<file path="src/rtl/irq_controller.sv">
// Prioritised external-interrupt front end: synchronises and edge-detects source lines,
// holds them as pending, masks them and hands one at a time to the core via ExtIRQ/ExtIAck.
module irq_controller #(
  parameter int NSRC = 8,
  parameter int IDW  = $clog2(NSRC)
) (
  input  logic            CLOCK_50,
  input  logic            reset,
  input  logic [NSRC-1:0] irq_src,
  input  logic            cfg_we,
  input  logic [NSRC-1:0] cfg_mask,
  input  logic            ExtIAck,
  output logic            ExtIRQ,
  output logic [IDW-1:0]  irq_id,
  output logic [NSRC-1:0] pending,
  output logic [NSRC-1:0] mask
);

  // state    | meaning
  // IDLE     | no request outstanding, looking for an eligible source
  // REQ      | ExtIRQ high, irq_id frozen until the core acknowledges
  // WAIT_REL | request retired, waiting for ExtIAck to drop
  typedef enum logic [1:0] {IDLE, REQ, WAIT_REL} state_t;

  state_t          state, state_nx;
  logic [NSRC-1:0] s1, s2, s3;
  logic [NSRC-1:0] evt, elig, clr;
  logic [IDW-1:0]  sel, id_nx;
  logic            irq_nx;

  assign evt  = s2 & ~s3;
  assign elig = pending & mask;

  always_comb begin
    sel = '0;
    for (int i = NSRC - 1; i >= 0; i--) begin
      if (elig[i]) sel = IDW'(i);
    end
  end

  always_comb begin
    state_nx = state;
    irq_nx   = ExtIRQ;
    id_nx    = irq_id;
    clr      = '0;
    case (state)
      IDLE: begin
        if (|elig) begin
          id_nx    = sel;
          irq_nx   = 1'b1;
          state_nx = REQ;
        end
      end
      REQ: begin
        if (ExtIAck) begin
          clr[irq_id] = 1'b1;
          irq_nx      = 1'b0;
          state_nx    = WAIT_REL;
        end
      end
      WAIT_REL: begin
        irq_nx = 1'b0;
        if (!ExtIAck) state_nx = IDLE;
      end
      default: begin
        irq_nx   = 1'b0;
        state_nx = IDLE;
      end
    endcase
  end

  always_ff @(posedge CLOCK_50 or negedge reset) begin
    if (!reset) begin
      s1      <= '0;
      s2      <= '0;
      s3      <= '0;
      pending <= '0;
      mask    <= '0;
      state   <= IDLE;
      ExtIRQ  <= 1'b0;
      irq_id  <= '0;
    end else begin
      s1      <= irq_src;
      s2      <= s1;
      s3      <= s2;
      // a fresh event beats a same-cycle acknowledge clear
      pending <= (pending & ~clr) | evt;
      if (cfg_we) mask <= cfg_mask;
      state   <= state_nx;
      ExtIRQ  <= irq_nx;
      irq_id  <= id_nx;
    end
  end

endmodule

</file>
<file path="config.mk">
export PLATFORM = sky130hd
export DESIGN_NAME = irq_controller
export DESIGN_NICKNAME = d
export VERILOG_FILES = /design/src/rtl/irq_controller.sv
export SDC_FILE = /design/constraint.sdc
export NUM_CORES = 1
export LEC_CHECK = 0
export ABC_CLOCK_PERIOD_IN_PS = 1630
export CORE_MARGIN = 8
export CORE_UTILIZATION = 45
export CTS_BUF_LIST = sky130_fd_sc_hd__clkbuf_4 sky130_fd_sc_hd__clkbuf_8 sky130_fd_sc_hd__clkbuf_16
export CTS_CLUSTER_DIAMETER = 40
export DETAILED_ROUTE_END_ITERATION = 8
export GPL_TIMING_DRIVEN = 0
export MAX_ROUTING_LAYER = met4
export PLACE_DENSITY = 0.78
export SLEW_MARGIN = 20
export SYNTH_ARGS = -nofsm -noshare
export SYNTH_HDL_FRONTEND = slang
export SYNTH_SLANG_ARGS = --single-unit
</file>
<file path="constraint.sdc">
create_clock -name CLOCK_50 -period 1.63 [get_ports CLOCK_50]
set_input_delay 0.2445 -clock CLOCK_50 [delete_from_list [all_inputs] [get_ports CLOCK_50]]
set_output_delay 0.2445 -clock CLOCK_50 [all_outputs]
set_load 0.01 [all_outputs]
</file>
# After elaboration in Yosys (flattened, before gate mapping)
# Index checks and enable logic that the tools add are counted.
totals:
  register_bits: 46
  out_inout_bits: 20
  inputBits: 20
  wordCells: 46
classes:
  n_eq_ne: 5
  n_bitwise: 6
  reduce_logical: 6
  n_lt_le_gt_ge: 2
  mux: 19
op_table:
  columns: ["operator", "count"]
  rows:
  - ["8-bit AND", 3]
  - ["3-bit 2-to-1 mux", 8]
  - ["8-bit 2-to-1 mux", 2]
  - ["8-bit NOT", 2]
  - ["8-bit bitwise OR", 1]
  - ["8-bit OR reduction", 1]
  - ["2-bit 2-to-1 mux", 3]
  - ["2-bit != test (second input constant)", 3]
  - ["2-bit case mux with 3 select lines", 1]
  - ["3-bit by 4-bit less-than comparator with 1-bit output (second input constant)", 1]
  - ["2-bit AND reduction", 2]
  - ["1-bit demux with 3-bit select", 1]
  - ["3-bit by 1-bit >= comparator with 1-bit output (second input constant)", 1]
  - ["1-bit 2-to-1 mux", 3]
  - ["3-bit AND reduction", 1]
  - ["2-bit by 1-bit == test with 1-bit output (second input constant)", 1]
  - ["2-bit == test (second input constant)", 1]
  - ["2-bit logical NOT", 1]
  - ["1-bit case mux with 2 select lines", 1]
  - ["1-bit logical AND", 1]

# Longest topological paths before layout
# Gate-level depths: netlist of run 1.
depth:
  word_depth: 9
  depth_mapped: 4
  mapped_depth_nobuf: 4

# Worst setup path before layout of run 1
# Ideal clock, no wire load.
synth_path:
  path_kind: "reg-to-reg"
  from: "reg mask[2]"
  to: "reg irq_id[0]"
  setup_ns: 0.125
  setup_slack_ns: 0.266
  path_stages_with_launch: 5
  required_time_ns: 1.505
  period_less_slack_ns: 1.364
  n_path_buf: 0
  arrival_ns: 1.240
  cell_sequence: "dfrtp_1 -> a22oi_2 -> nand2_2 -> o21ai_2 -> mux2_2"
synth_between:
  elab_chain_len: 4
  word_cells_on_any_way: 6
  classes_between: "mux: 3; bitwise: 1; reduce/logical: 2"
synth_rtl:
  columns: ["element", "line_no", "rtl"]
  rows:
  - ["start, declared", "16", "output logic [NSRC-1:0] mask"]
  - ["start signal, assigned", "88", "if (cfg_we) mask <= cfg_mask;"]
  - ["8-bit AND *", "32", "assign elig = pending & mask;"]
  - ["3-bit 2-to-1 mux (3 in series)", "37", "if (elig[i]) sel = IDW'(i);"]
  - ["end signal, assigned", "91", "irq_id <= id_nx;"]
  - ["end, declared", "14", "output logic [IDW-1:0] irq_id,"]
# Every way passes the cells marked *; elsewhere a longest branch is shown, timed or not.
# A chain may end at the register's enable or synchronous reset.

# Final worst setup path of run 1
layout_path:
  from: "reg pending[5]"
  to: "out pending[5]"
layout_lines:
  columns: ["element", "line_no", "rtl"]
  rows:
  - ["start, declared", "15", "output logic [NSRC-1:0] pending,"]
  - ["start signal, assigned", "87", "pending <= (pending & ~clr) | evt;"]
# No word-level cell between the ends.

==> key figures, run 1 <==
Cells and area
  – Filler cell count: ~260
  – Area Overhead vs Synth: 39.98%
  – Fin area: between 2000 and 2500 µm²
  – Layout cells sized above 1: between 20% and 30%
  – Register area: between 1000 and 1500 µm²
  – Final Util: about two thirds
  – Ant diodes: 0
  – Multi-input logic area: a little over 400 µm²
  – Final-stage net count: 193
  – Final non-filler cell total: 220

Synthesis
  – Commonest cells in the synthesized netlist: dfrtp_1, o21ai_0, inv_1, mux2_2, nand2_1
  – Top cell type's share of synthesized area: roughly 72%
  – Sequential-to-total area share from yosys stat: slightly above 70%
  – Synth warn: 0
  – Mapped Area: approximately 1600 µm²
  – Flops & latches, synth: 46
  – Synth area leader: dfrtp_1
  – Post-synth EDFFs: 0
  – Synth unique cells: 25
  – Syn Area/Cell: between 10 and 15 µm²
  – Count leader, synth: dfrtp_1
  – Cells after Synth: about 120
  – Post-synth ARST share: 100.0%
  – Main synth FF type: dfrtp_1
  – Post-Syn Nets: about 140
  – Synth area leaders: dfrtp_1, mux2_2, o21ai_0, inv_1, nand2_1

Timing
  – Slew margin rel.: 74.96%
  – Slew Viols, Final: 0
  – Hold Vio Cnt, Final: 0
  – Clk_skew: about 0.018 ns
  – # setup viols final: 0
  – Period utilization: 97.45%
  – Fmax: roughly 630 MHz
  – RSZ-0062 raised after global routing: false
  – Min Hold Slack: approximately 0.27 ns
  – Worst Max-Slew Pin Slew: about 0.38 ns
  – Tmin final: between 1.5 and 2 ns

Global routing
  – Vias in the first global route: ~1100
  – GRT Residual Overflow: 0
  – First-pass GRT wire length: 5230 µm
  – Total GRT Usage: between 10% and 20%
  – Largest net degree at the start of global routing: 33
  – Antenna violations before repair: 0

Worst setup path
  – Critical Path, Cell by Cell: clkdlybuf4s50_1
  – CP startpoint: pending[5]
  – CP bufs+invs: 1
  – Worst EP arrival: around 1.3 ns
  – Critical path endpoint category: primary output
  – Crit path launch type: flop
  – Max FO, Critical Path: 4
  – Reg2reg start: pending[0]
  – CP max stage cell: clkdlybuf4s50_1
  – Worst Path Required: between 1 and 1.5 ns
  – Slowest stage delay, CP: ~0.56 ns
  – Crit Path Class: reg -> out
  – Top Family by Delay on Critical Path: buffers and inverters

Worst hold path
  – Hold Path Origin: cfg_we
  – Min-delay worst type: in -> reg

Run
  – Max Cap Viol: 0

Outcome
  – Status: finished clean

Die
  – Row count: 21
  – Core region area: roughly 3400 µm²
  – Die height: around 75 µm
  – Starting Density: a little under half
  – Die area: around 5700 µm²
  – I/O pin total: 40
  – Die width: 75.50 µm

Clock tree
  – Clock sink total: 46
  – Clock-pin slew on the worst setup and hold paths: 0.13 ns
  – CTS Buf Count: 5
  – Clk buf depth: 2
  – CTS root buf: clkbuf_4
  – H-tree Lvls: 2
  – Skew-Pair Late Insertion Delay: roughly 0.35 ns
  – CTS tree: yes

Drt
  – Post-route DRC violation count: 0
  – DR vias/cell: around 5
  – Drt pass-1 iters: 4
  – 1st-iter DRT viols: 45
  – Vias: 1101
  – Drt total wl: ~3300 µm
  – DR WL/cell: around 15 µm
  – Final antenna-violating net count: 0

Power
  – Maximum vdd ir drop: between 0.0006 and 0.0007 V
  – Power Dens Cells: 1403 nW/µm²
  – Leak pwr: approximately 0.98 nW

Placement
  – Final Wtd Congestion: between 0.7 and 0.8
  – Placed Instances: 200
  – Detailed Place HPWL: between 2000 and 2500 µm
  – DP Area: approximately 2000 µm²
  – IO Port Bufs: 38
## placed cells by master (no fill, tap or decap), types with 2 or more instances in the layout
cell / n
buf_2: 2
mux2_2: 9
nand2_1: 9
inv_1: 9
a21oi_1: 4
dfrtp_1: 44
nand2b_1: 3
a22oi_1: 3
buf_4: 11
dlymetal6s2s_1: 3
dfrtp_2: 2
clkbuf_4: 7
clkdlybuf4s50_1: 33
o21ai_0: 15
## power breakdown
| group | internal [mW] | total [mW] | switching, mW |
|---|---|---|---|
| clock | 0.359 | 0.688 | 0.329 |
| combinational | 0.519 | 0.940 | 0.421 |
| sequential | 1.33 | 1.50 | 0.173 |
| total | 2.20 | 3.13 | 0.922 |
## layer usage
metal / track usage (%) / wire length (µm) / vias to the layer above
li1: - / - / 512
met1: 13.81 / 1345 / 533
met2: 19.65 / 1585 / 52
met3: 5.263 / 352 / 4
met4: 5.117 / 37 / 0
met5: - / 0 / -
## worst paths after layout
kind	end	slack [ns]	cells after the start
hold / removal	mask[6]	0.27	2
hold reg to reg	s2[6]	0.36	0
setup reg to reg	irq_id[0]	0.07	5
min in group asynchronous	mask[6]	0.32	2
setup / recovery	pending[5]	0.04	1
max in group asynchronous	irq_id[1]	0.80	3
## logic make-up after synthesis
kind of cell           count (synthesis)  synth area share, %
buffers and inverters                 10                2.435
muxes                                  9                6.363
AOI/OAI and AO/OA                     31                12.49
and+or+nand+nor                       19                6.442
DFF                                   46                72.27
## final cells by class
| type | count | share of cell area [%] |
|---|---|---|
| buffer | 1 | 0.2245 |
| clock buffer | 7 | 2.357 |
| clock inverter | 1 | 1.347 |
| inverter | 9 | 1.515 |
| multi-input combinational | 59 | 18.07 |
| sequential | 46 | 51.74 |
| timing repair buffer | 51 | 22.17 |
| tap | 46 | 2.581 |
## per-stage QoR
stage          worst slack [ns]  power [mW]  setup TNS (ns)
5_1_grt               0.0001247       3.307               0
2_1_floorplan            0.2656       1.892               0
3_5_place_dp          -0.005647       2.361        -0.01096
3_3_place_gp            -0.7401       2.303          -33.95
6_report                0.04154       3.127               0
4_1_cts                 0.01834       3.050               0
## what timing repair did
action	in CTS	in global routing
endpoints found under the setup margin	2	10
resized for setup	3	3
buffers inserted	0	11
endpoints found under the hold margin	14	0
hold buffers	1	0
## sequential cells by signal (all words and copies together) (netlist names)
name	flops
ExtIRQ	1
irq_id	3
mask	8
pending	8
s1	8
s2	8
s3	8
state	2
Power figures use the tool's default switching activity.
==> run 2, diff against run 1 <==
Settings changed: CORE_UTILIZATION 45 to 30, PLACE_DENSITY 0.78 to 0.53.
==> run 2 against run 1 <==
Effect of this change:
- die area up 39%
- non-clock buffer count decreased by 11
- flip-flop and latch count did not move
- worst setup slack better by 0.029 ns
- critical endpoint is now irq_id[1]
- final cell count up 5.9%
- routed wire length shrank 2.3%
- largest power group unchanged
- largest cell class unchanged
- critical path depth unchanged
- sequential power rose by 3%
- via count down 6.7%
- sequential share of layout area up 1.2 points
- critical path type unchanged
- design area fell by 2.3%
==> key figures, run 2 (synthesized netlist as in run 1, its figures left out) <==
Worst setup path
  – Critical path endpoint category: primary output
  – Crit path launch type: flop
  – Top Family by Delay on Critical Path: buffers and inverters
  – Critical Path, Cell by Cell: clkdlybuf4s50_1
  – Reg2reg start: mask[1]
  – Worst EP arrival: 1.31 ns
  – Crit Path Class: reg -> out
  – Worst Path Required: 1.39 ns
  – CP startpoint: irq_id[1]
  – CP bufs+invs: 1
  – Reg-to-reg critical path endpoint: irq_id[0]
  – CP max stage cell: clkdlybuf4s50_1
  – FF-to-FF path depth: 4
  – R2R setup slack: roughly 0.14 ns
  – Max FO, Critical Path: 7
  – Slowest stage delay, CP: 0.57 ns
  – Critical path depth: 1
  – Crit path to: irq_id[1]

Cells and area
  – Ant diodes: 0
  – Final non-filler cell total: between 200 and 250
  – Fin area: about 2200 µm²
  – Area Overhead vs Synth: 36.76%
  – Commonest non-fill, non-tap cell in the layout: dfrtp_1
  – Layout cells sized above 1: 16.56%
  – Final-stage net count: 182
  – Commonest non-fill, non-tap cells in the layout: dfrtp_1, clkdlybuf4s50_1, o21ai_0

Timing
  – Final worst slack: between 0.07 and 0.08 ns
  – Period utilization: between 90% and 100%
  – Slew Viols, Final: 0
  – # setup viols final: 0
  – Min Hold Slack: 0.3515 ns
  – Slew margin rel.: between 70% and 80%
  – Hold Vio Cnt, Final: 0
  – Clk_skew: approximately 0.0077 ns
  – Fmax: between 600 and 700 MHz
  – RSZ-0062 raised after global routing: false
  – Worst Max-Slew Pin Slew: around 0.32 ns
  – Tmin final: 1.559 ns

Clock tree
  – CTS root buf: clkbuf_8
  – CTS Buf Count: 5
  – H-tree Lvls: 2
  – CTS tree: yes
  – Clock-pin slew on the worst setup and hold paths: approximately 0.090 ns
  – Clk buf depth: 2
  – Skew-Pair Late Insertion Delay: 0.29 ns
  – Clock sink total: 46

Drt
  – DR vias/cell: about 4.4
  – Drt total wl: around 3200 µm
  – Drt pass-1 iters: 4
  – DR WL/cell: roughly 14 µm
  – Final antenna-violating net count: 0
  – Post-route DRC violation count: 0
  – 1st-iter DRT viols: 29
  – Vias: roughly 1000

Run
  – Max Cap Viol: 0

Global routing
  – Largest net degree at the start of global routing: 35
  – Total GRT Usage: about a tenth
  – First-pass GRT wire length: ~5600 µm
  – Antenna violations before repair: 0
  – GRT Residual Overflow: 0
  – Vias in the first global route: between 1000 and 1500

Die
  – Die area: just under 8000 µm²
  – I/O pin total: 40
  – Die width: 88.87 µm
  – Row count: 26
  – Starting Density: slightly above 30%
  – Core region area: roughly 5000 µm²
  – Die height: between 80 and 90 µm

Placement
  – Final Wtd Congestion: around 0.75
  – Placed Instances: approximately 220
  – Detailed Place HPWL: 2516 µm
  – IO Port Bufs: 38
  – Place WS: -0.01756 ns
  – DP Area: roughly 2100 µm²

Power
  – Leak pwr: approximately 0.91 nW
  – Power Dens Cells: 1382 nW/µm²
  – Maximum vdd ir drop: 0.0005423 V
  – Total Power: ~3 mW

Outcome
  – Status: finished clean

Worst hold path
  – Min-delay worst type: reg -> reg
## run 2: cell count changes in the layout (fill, tap and decap cells not counted), sizes merged
cell | before | now
buf | 14 | 3
dlygate4sd2 | 1 | 0
dlymetal6s2s | 3 | 0
clkinv | 0 | 2
clkinvlp | 0 | 1
clkdlybuf4s50 | 33 | 37
bufinv | 1 | 0
clkbuf | 7 | 5
## run 2: timing repair
action,4_1_cts,5_1_grt
setup buffers,0,0
resized for setup,2,0
hold buffers,1,0
endpoints found under the setup margin,2,0
hold endpoints to repair,12,0
## run 2: per-layer routing
layer | vias up | GRT usage (%) | wire, µm
met2 | 23 | 15.97 | 1732
met1 | 506 | 10.66 | 1322
met5 | - | - | 0
met3 | 4 | 2.507 | 154
li1 | 494 | - | -
met4 | 0 | 3.687 | 35
## run 2: through the flow
stage	TNS (ns)	util (%)
global placement	-37.36	40.35
finish	0	42.65
floorplan	0	-
global route	0	42.65
CTS	0	42.65
detailed placement	-0.04132	40.64
## run 2: report_power, final
group	switching, mW	internal [mW]	leakage [nW]
Sequential	0.212	1.33	0.516
Combinational	0.345	0.449	0.350
Clock	0.375	0.301	0.0441
## run 2: area by class of cell
cell class | instances | area [µm²]
plain buffers | 1 | 5.005
fillers | 500 | 2929
flip-flops and latches | 46 | 1154
clock buffers | 5 | 68.82
well taps | 70 | 87.58
repair buffers | 40 | 405.4
clock inverters | 3 | 21.27
inverters | 9 | 33.78
multi-input cells | 59 | 402.9
## run 2: worst min path at each step
stage,start,endpoint,slack (ns),cells past startpoint
final,s1[0],s2[0],0.35,0
after floorplan,reset,ExtIRQ,-0.05,0
after global placement,s1[3],s2[3],0.33,0
after global routing,s1[0],s2[0],0.36,0
after CTS,s1[0],s2[0],0.35,0
after detailed placement,reset,mask[1],0.16,1
==> run 3, diff against run 2 <==
Settings changed: CORE_UTILIZATION 30 to 47, PLACE_DENSITY 0.53 to 0.77.
==> run 3 against run 2 <==
Effect of this change:
- clock-buffer cell count increased by 3
- fmax decreased by 1.5%
- die area is 30% lower
- combinational power is 6.0% higher
- non-clock buffer count is 3 higher
==> key figures, run 3 (synthesized netlist as in run 1, its figures left out) <==
Worst setup path
  – Worst Path Required: roughly 1.4 ns
  – R2R setup slack: about 0.1 ns
  – Top Family by Delay on Critical Path: buffers and inverters
  – CP bufs+invs: 1
  – Critical Path, Cell by Cell: clkdlybuf4s50_1
  – Crit path launch type: flop
  – FF-to-FF path depth: 5
  – Max FO, Critical Path: 4
  – Reg-to-reg critical path endpoint: irq_id[0]
  – CP startpoint: mask[1]
  – CP max stage cell: clkdlybuf4s50_1
  – Crit Path Class: reg -> out
  – Critical path endpoint category: primary output
  – Worst EP arrival: 1.34 ns
  – Reg2reg start: mask[3]
  – Slowest stage delay, CP: ~0.56 ns

Die
  – Core region area: approximately 3300 µm²
  – Starting Density: around 48%
  – Die width: 74.22 µm
  – Die height: around 74 µm
  – Row count: 21
  – Die area: 5508 µm²
  – I/O pin total: 40

Timing
  – Hold Vio Cnt, Final: 0
  – Final worst slack: about 0.046 ns
  – Slew Viols, Final: 0
  – Clk_skew: 0.009137 ns
  – Tmin final: between 1.5 and 2 ns
  – Period utilization: between 90% and 100%
  – Setup_tns: 0 ns
  – Fmax: 631.5 MHz
  – Slew margin rel.: 74.16%
  – # setup viols final: 0
  – Worst Max-Slew Pin Slew: between 0.3 and 0.4 ns

Cells and area
  – Final non-filler cell total: roughly 210
  – Ant diodes: 0
  – Final Util: between 60% and 70%
  – Layout cells sized above 1: between 10% and 20%
  – Commonest non-fill, non-tap cells in the layout: dfrtp_1, clkdlybuf4s50_1, o21ai_0
  – Final-stage net count: roughly 190
  – Commonest non-fill, non-tap cell in the layout: dfrtp_1
  – Area Overhead vs Synth: 36.37%

Drt
  – Post-route DRC violation count: 0
  – Drt pass-1 iters: 4
  – DR WL/cell: 15.02 µm
  – Final antenna-violating net count: 0
  – DR vias/cell: slightly above 5
  – Drt total wl: 3185 µm
  – Vias: approximately 1100
  – 1st-iter DRT viols: 65

Clock tree
  – CTS Buf Count: 5
  – Clk buf depth: 2
  – Skew-Pair Late Insertion Delay: about 0.35 ns
  – CTS root buf: clkbuf_4
  – Clock-pin slew on the worst setup and hold paths: roughly 0.12 ns
  – Clock sink total: 46
  – CTS tree: yes
  – H-tree Lvls: 2

Global routing
  – GRT Residual Overflow: 0
  – Antenna violations before repair: 0
  – Vias in the first global route: approximately 1100
  – First-pass GRT wire length: around 5000 µm
  – Largest net degree at the start of global routing: 33
  – Total GRT Usage: about an eighth

Placement
  – Placed Instances: 200
  – Final Wtd Congestion: ~0.86
  – Place WS: -0.003327 ns
  – IO Port Bufs: 38

Worst hold path
  – Hold Path Origin: cfg_we
  – Hold Path End: mask[1]
  – Worst hold path depth: 2
  – Min-delay worst type: in -> reg

Outcome
  – Status: finished clean

Power
  – Total Power: approximately 3 mW
  – Leak pwr: between 0.9 and 1 nW
  – Power Dens Cells: around 1400 nW/µm²
  – Maximum vdd ir drop: around 0.00076 V

Run
  – Max Cap Viol: 0
-- run 3: cell types whose count changed in the layout (fill, tap and decap cells not counted) --
cell / change
dlymetal6s2s_1: +5
clkbuf_8: -2
clkinvlp_4: -1
clkinv_4: -1
clkdlybuf4s50_1: -5
buf_4: +3
clkinv_2: -1
clkbuf_4: +5
-- run 3: per-layer routing --
metal / GRT usage (%) / vias to the layer above / part of all wire, %
met3: 5.256 / 12 / 10
met1: 13.24 / 523 / 38
met2: 19.53 / 53 / 47
met4: 7.391 / 0 / 4.3
met5: - / - / 0
li1: - / 499 / -
-- run 3: how the worst max path moves through the flow --
stage	to	slack, ns	cells past startpoint
after CTS	irq_id[2]	0.002	1
after global routing	pending[7]	-0.01	1
after global placement	s1[0]	-0.73	1
final	mask[1]	0.05	1
after floorplan	irq_id[0]	0.27	4
after detailed placement	pending[6]	-0.003	5
-- run 3: cell type report --
class	count	area (µm²)
tap	46	57.56
clock buffer	8	78.83
inverter	9	33.78
sequential	46	1154
fill	253	1112
buffer	1	5.005
multi-input combinational	59	402.9
timing repair buffer	43	440.4
-- run 3: through the flow --
stage          cell area [µm²]  hold WS, ns
2_1_floorplan             1593     -0.05109
3_3_place_gp              2031       0.3327
3_5_place_dp              2046       0.1759
4_1_cts                   2137       0.2679
5_1_grt                   2172       0.2722
6_report                  2172       0.2765
-- run 3: worst reg2reg max path, stage by stage (launching register included) --
cell     delay [ns]
dfrtp_1        0.40
buf_4          0.15
a22oi_2        0.20
nand2_2        0.11
o21ai_2        0.21
mux2_2         0.36
-- run 3: timing repair --
action / CTS / global route
hold endpoints to repair: 14 / 0
hold buffers: 1 / 0
pin swaps: 0 / 0
endpoints found under the setup margin: 2 / 8
buffers inserted: 0 / 3
resized for setup: 2 / 5
-- run 3: where the power goes --
| group | internal (mW) | switching [mW] | total [mW] |
|---|---|---|---|
| sequential | 1.33 | 0.190 | 1.52 |
| clock | 0.295 | 0.333 | 0.629 |
| combinational | 0.460 | 0.384 | 0.843 |
